## config.mk

```make
export PLATFORM = sky130hd
export DESIGN_NAME = tdm_demux_4ch
export DESIGN_NICKNAME = d
export VERILOG_FILES = /design/src/rtl/tdm_demux_4ch.sv
export SDC_FILE = /design/constraint.sdc
export NUM_CORES = 1
export LEC_CHECK = 0
export ABC_AREA = 1
export CELL_PAD_IN_SITES_DETAIL_PLACEMENT = 0
export CELL_PAD_IN_SITES_GLOBAL_PLACEMENT = 1
export CORE_UTILIZATION = 38
export CTS_CLUSTER_SIZE = 12
export DETAILED_ROUTE_END_ITERATION = 16
export PLACE_DENSITY_LB_ADDON = 0.2
export SKIP_LAST_GASP = 1
export SYNTH_ARGS = -nofsm -noshare
export SYNTH_HDL_FRONTEND = slang
export SYNTH_SLANG_ARGS = --single-unit
```

## constraint.sdc

```tcl
create_clock -name clk -period 2.4 [get_ports clk]
set_input_delay 0.48 -clock clk [delete_from_list [all_inputs] [get_ports clk]]
set_output_delay 0.48 -clock clk [all_outputs]
set_load 0.03 [all_outputs]
```

## src/rtl/tdm_demux_4ch.sv

```systemverilog
// Receive side of a 4-channel serial TDM link. Locks to fsync, tracks the
// slot index, deserialises each WIDTH-bit slot (MSB first) and publishes the
// completed word on the matching channel output.
module tdm_demux_4ch #(
   parameter int unsigned WIDTH = 8
) (
   input  logic             clk,
   input  logic             rst_n,
   input  logic             bit_en,
   input  logic             sdata,
   input  logic             fsync,
   output logic [WIDTH-1:0] d0,
   output logic [WIDTH-1:0] d1,
   output logic [WIDTH-1:0] d2,
   output logic [WIDTH-1:0] d3,
   output logic             s1,
   output logic             s0,
   output logic             slot_valid,
   output logic [1:0]       slot_idx,
   output logic             frame_valid,
   output logic             locked,
   output logic             sync_err
);

   localparam int unsigned CntW = $clog2(WIDTH);
   localparam logic [CntW-1:0] LastBit = CntW'(WIDTH - 1);
   localparam logic [CntW-1:0] OneBit  = CntW'(1);

   typedef enum logic [0:0] {StHunt, StRecv} state_e;

   state_e           state_q, state_d;
   logic [CntW-1:0]  cnt_q, cnt_d;
   logic [1:0]       slot_q, slot_d;
   logic [WIDTH-1:0] shift_q, shift_d;
   logic [WIDTH-1:0] word_q [4];
   logic [WIDTH-1:0] word_d [4];
   logic             sv_q, sv_d;
   logic [1:0]       idx_q, idx_d;
   logic             fv_q, fv_d;
   logic             err_q, err_d;

   logic [WIDTH-1:0] shifted;
   logic [WIDTH-1:0] first_bit;
   logic             frame_start;

   assign shifted   = {shift_q[WIDTH-2:0], sdata};
   assign first_bit = {{(WIDTH-1){1'b0}}, sdata};
   // cnt=0 with slot=0 only occurs in RECV right after slot 3 has completed
   assign frame_start = (cnt_q == '0) && (slot_q == 2'd0);

   // State register
   always_ff @(posedge clk or negedge rst_n) begin
      if (!rst_n) begin
         state_q <= StHunt;
      end else begin
         state_q <= state_d;
      end
   end

   // Datapath and registered pulse outputs
   always_ff @(posedge clk or negedge rst_n) begin
      if (!rst_n) begin
         cnt_q   <= '0;
         slot_q  <= '0;
         shift_q <= '0;
         for (int i = 0; i < 4; i++) word_q[i] <= '0;
         sv_q    <= 1'b0;
         idx_q   <= '0;
         fv_q    <= 1'b0;
         err_q   <= 1'b0;
      end else begin
         cnt_q   <= cnt_d;
         slot_q  <= slot_d;
         shift_q <= shift_d;
         for (int i = 0; i < 4; i++) word_q[i] <= word_d[i];
         sv_q    <= sv_d;
         idx_q   <= idx_d;
         fv_q    <= fv_d;
         err_q   <= err_d;
      end
   end

   // Next-state: framing checks, bit counting and slot capture
   always_comb begin
      state_d = state_q;
      cnt_d   = cnt_q;
      slot_d  = slot_q;
      shift_d = shift_q;
      for (int i = 0; i < 4; i++) word_d[i] = word_q[i];
      sv_d    = 1'b0;
      idx_d   = idx_q;
      fv_d    = 1'b0;
      err_d   = 1'b0;
      if (bit_en) begin
         case (state_q)
            StHunt: begin
               if (fsync) begin
                  state_d = StRecv;
                  shift_d = first_bit;
                  cnt_d   = OneBit;
                  slot_d  = 2'd0;
               end
            end
            StRecv: begin
               if (frame_start) begin
                  if (fsync) begin
                     shift_d = first_bit;
                     cnt_d   = OneBit;
                  end else begin
                     // Lost alignment: drop this bit and hunt again
                     err_d   = 1'b1;
                     state_d = StHunt;
                     shift_d = '0;
                     cnt_d   = '0;
                  end
               end else if (fsync) begin
                  // Early fsync: abandon partial slot, restart at slot 0 bit 0
                  err_d   = 1'b1;
                  shift_d = first_bit;
                  cnt_d   = OneBit;
                  slot_d  = 2'd0;
               end else begin
                  shift_d = shifted;
                  if (cnt_q == LastBit) begin
                     word_d[slot_q] = shifted;
                     sv_d           = 1'b1;
                     idx_d          = slot_q;
                     fv_d           = (slot_q == 2'd3);
                     cnt_d          = '0;
                     slot_d         = slot_q + 2'd1;
                  end else begin
                     cnt_d = cnt_q + OneBit;
                  end
               end
            end
            default: state_d = StHunt;
         endcase
      end
   end

   // Outputs
   always_comb begin
      locked      = (state_q == StRecv);
      s1          = slot_q[1];
      s0          = slot_q[0];
      d0          = word_q[0];
      d1          = word_q[1];
      d2          = word_q[2];
      d3          = word_q[3];
      slot_valid  = sv_q;
      slot_idx    = idx_q;
      frame_valid = fv_q;
      sync_err    = err_q;
   end

endmodule

```

==> results.json <==
{
  "max-vdd-ir-drop_mv": 0.386,
  "route.vias.total": 1770,
  "power_frac_seq_pct": 47.5,
  "n_antenna_cell": 0,
  "finalWorstPathRequiredPeriod_ps": 1940,
  "worst_slack_ps": 457,
  "worst_slew_pin_slew_ps": 680,
  "min-delay-path-class": "in2async",
  "met3_length_um": 317,
  "antenna_found_initial": 0,
  "critical_path.max_stage_delay_ps": 550,
  "relSlewSlack_pct": 54.6,
  "achievable_frequency_mhz": 515,
  "area_delta_synth_final_pct": 29.6,
  "synth.lib_cells_used.distinct": 14,
  "timing.critical_path.buf_inv": 2,
  "sw_share_pct": 34.6,
  "drt_first_pass_iters": 4,
  "worst-endpoint-required_ps": 2650,
  "syn_area_mm2": 0.00217,
  "cts.sink_count": 50,
  "fin_nets": 310,
  "setup-tns-final_ps": 0,
  "die_h_um": 77.6,
  "pwr-share-comb_pct": 28.0,
  "detailedPlacementHpwl_um": 3550,
  "detail_route.wl_per_cell_um": 14.0,
  "core_region_area_mm2": 0.00551,
  "wl_met2_um": 2290,
  "ant_nets": 0,
  "place.gp.congestion": 0.742,
  "slowest_stage": "nor2_4",
  "ys_seq_elements": 50,
  "cts_resized": 0,
  "power.density_mw_per_mm2": 703,
  "die_w_um": 77.6,
  "rsz_0062_raised_after_global_routing": "no",
  "buffer_ports.inserted": 44,
  "finClkSkew_ps": 7.89,
  "wl_um": 5200,
  "pwr-share-clk_pct": 24.5,
  "pin_count_of_the_biggest_net_entering_global_routing": 33,
  "run_status": "completed",
  "synth.yosys.seq_area_share_pct": 57.5,
  "vias_per_cell": 4.78,
  "cts.reportedPaths.clkPinSlew_ps": 90,
  "max_cap_violations": 0,
  "drt-initial-drc-count": 182,
  "synth.yosys.warnings": 0,
  "cts-htree-levels": 2,
  "first_global_vias": 1715,
  "drive_gt1_share_pct": 7.05,
  "clk-insertion-delay-late_ps": 300,
  "clock_tree.buffer_depth": 2,
  "timing.final.hold_violations": 0,
  "power.internal_mw": 1.30,
  "timing.critical_path.from_type": "register",
  "grt_overflow": 0,
  "path_cells": "inv_1 -> ha_1 -> nand3_1 -> ha_1 -> inv_1 -> nor2_4 -> nand3_1 -> nand2_1",
  "maxSlewViolCount": 0,
  "worstSetupEndpointType": "register",
  "cts_tree": "yes",
  "fin_crit_sh_pct": 81.0,
  "wirelength_met1_um": 2530,
  "timing.critical_path.arrival_ps": 2190,
  "path_delay_family": "simple AND/OR/NAND/NOR gates",
  "syn_inst": 245,
  "num_rows": 27,
  "synth_nets": 258,
  "design.die.area_mm2": 0.00603,
  "cts-buffers-inserted": 5,
  "setup_viol": 0,
  "start_util_pct": 39.5,
  "io_pins": 45,
  "power_leakage_nw": 1.43,
  "total_switching_power_mw": 0.685,
  "grt_first_pass_wirelength_um": 8870,
  "cts_hold_buffers": 0,
  "regToRegSetupSlack_ps": 460,
  "cts-root-buf": "clkbuf_8",
  "detail_route.drc_violations": 0,
  "post-cts-setup-buffers": 0,
  "synthesis.area_per_instance_um2": 8.88,
  "grt_usage_pct": 19.3,
  "highest-signal-layer": "met4",
  "critPathMaxFanout": 32,
  "dp_worst_setup_slack_ps": -118,
  "timing.setup.critical_path_class": "reg2reg"
}
-- cell usage after synthesis --
cell type | n | area (um^2)
nand2_1 | 92 | 345
dfrtp_1 | 50 | 1250
nand3_1 | 43 | 215
inv_1 | 14 | 52.6
nand4_1 | 9 | 56.3
o21ai_0 | 9 | 45.0
ha_1 | 8 | 100
nor2_1 | 6 | 22.5
buf_4 | 4 | 30.0
buf_2 | 3 | 15.0
clkbuf_1 | 3 | 11.3
o22ai_1 | 2 | 12.5
nor2_2 | 1 | 6.26
nor2_4 | 1 | 11.3
-- flip-flops by register name, indices dropped and copies added, names as in the netlist --
register	flops
d0	8
d1	8
d2	8
d3	8
shift_q	7
cnt_q	3
slot_idx	2
slot_q	2
frame_valid	1
locked	1
slot_valid	1
sync_err	1
-- placed cells by master (no fill, tap or decap), types with 5 or more instances in the layout --
cell	synthesis	routed
clkdlybuf4s50_1	0	43
nand4_1	9	9
inv_1	14	14
ha_1	8	8
nand3_1	43	43
nand2_1	92	92
nor2_1	6	6
clkbuf_8	0	5
buf_4	4	11
dfrtp_1	50	50
o21ai_0	9	9
-- power by group through the flow --
stage	Clock [mW]	Combinational, mW	Sequential, mW
6_report	0.485	0.555	0.940
2_1_floorplan	0	0.274	1.00
3_3_place_gp	0	0.552	0.956
4_1_cts	0.499	0.558	0.942
5_1_grt	0.541	0.612	0.951
3_5_place_dp	0	0.557	0.959
-- area by class of cell --
type | instances | area, um^2
clock inverters | 2 | 13.8
clock buffers | 6 | 72.6
multi-input cells | 171 | 820
flip-flops and latches | 50 | 1250
fillers | 531 | 2690
repair buffers | 55 | 518
inverters | 14 | 52.6
well taps | 72 | 90.1
-- layer usage --
metal | track usage (%) | up-vias
met5 | 0 | -
met4 | 5.66 | 0
met3 | 3.88 | 6
met2 | 29.0 | 61
met1 | 28.1 | 801
li1 | - | 902
-- cell families (layout without fill, tap and decap cells) --
family	count (synthesis)	count (layout)	synth area share, %
compound gates	11	11	2.65
fa+ha+maj	8	8	4.60
buf+inv	24	77	5.01
simple gates	152	152	30.2
flops	50	50	57.5
-- stage by stage --
stage	hold slack (ps)	power [mW]	cell area, um^2	utilization (%)	std cells
global route	167	2.10	2820	51.2	370
global placement	454	1.51	2730	49.5	362
CTS	147	2.00	2810	51.1	370
finish	140	1.98	2820	51.2	370
floorplan	184	1.27	2170	-	245
detailed placement	458	1.52	2730	49.5	362
-- path summary, 6_finish.rpt --
path	start	to	depth (start not counted)
min reg2reg	d2[0]$_DFFE_PN0P_	d2[0]$_DFFE_PN0P_	2
min	rst_n	slot_valid$_DFF_PN0_	1
min in group clk	d2[0]$_DFFE_PN0P_	d2[0]$_DFFE_PN0P_	2
max	cnt_q[0]$_DFFE_PN0P_	d0[1]$_DFFE_PN0P_	8
max in group asynchronous	rst_n	shift_q[4]$_DFFE_PN0P_	2
max reg2reg	cnt_q[0]$_DFFE_PN0P_	d0[1]$_DFFE_PN0P_	8
Note: power is estimated with default switching activity, not from simulation.
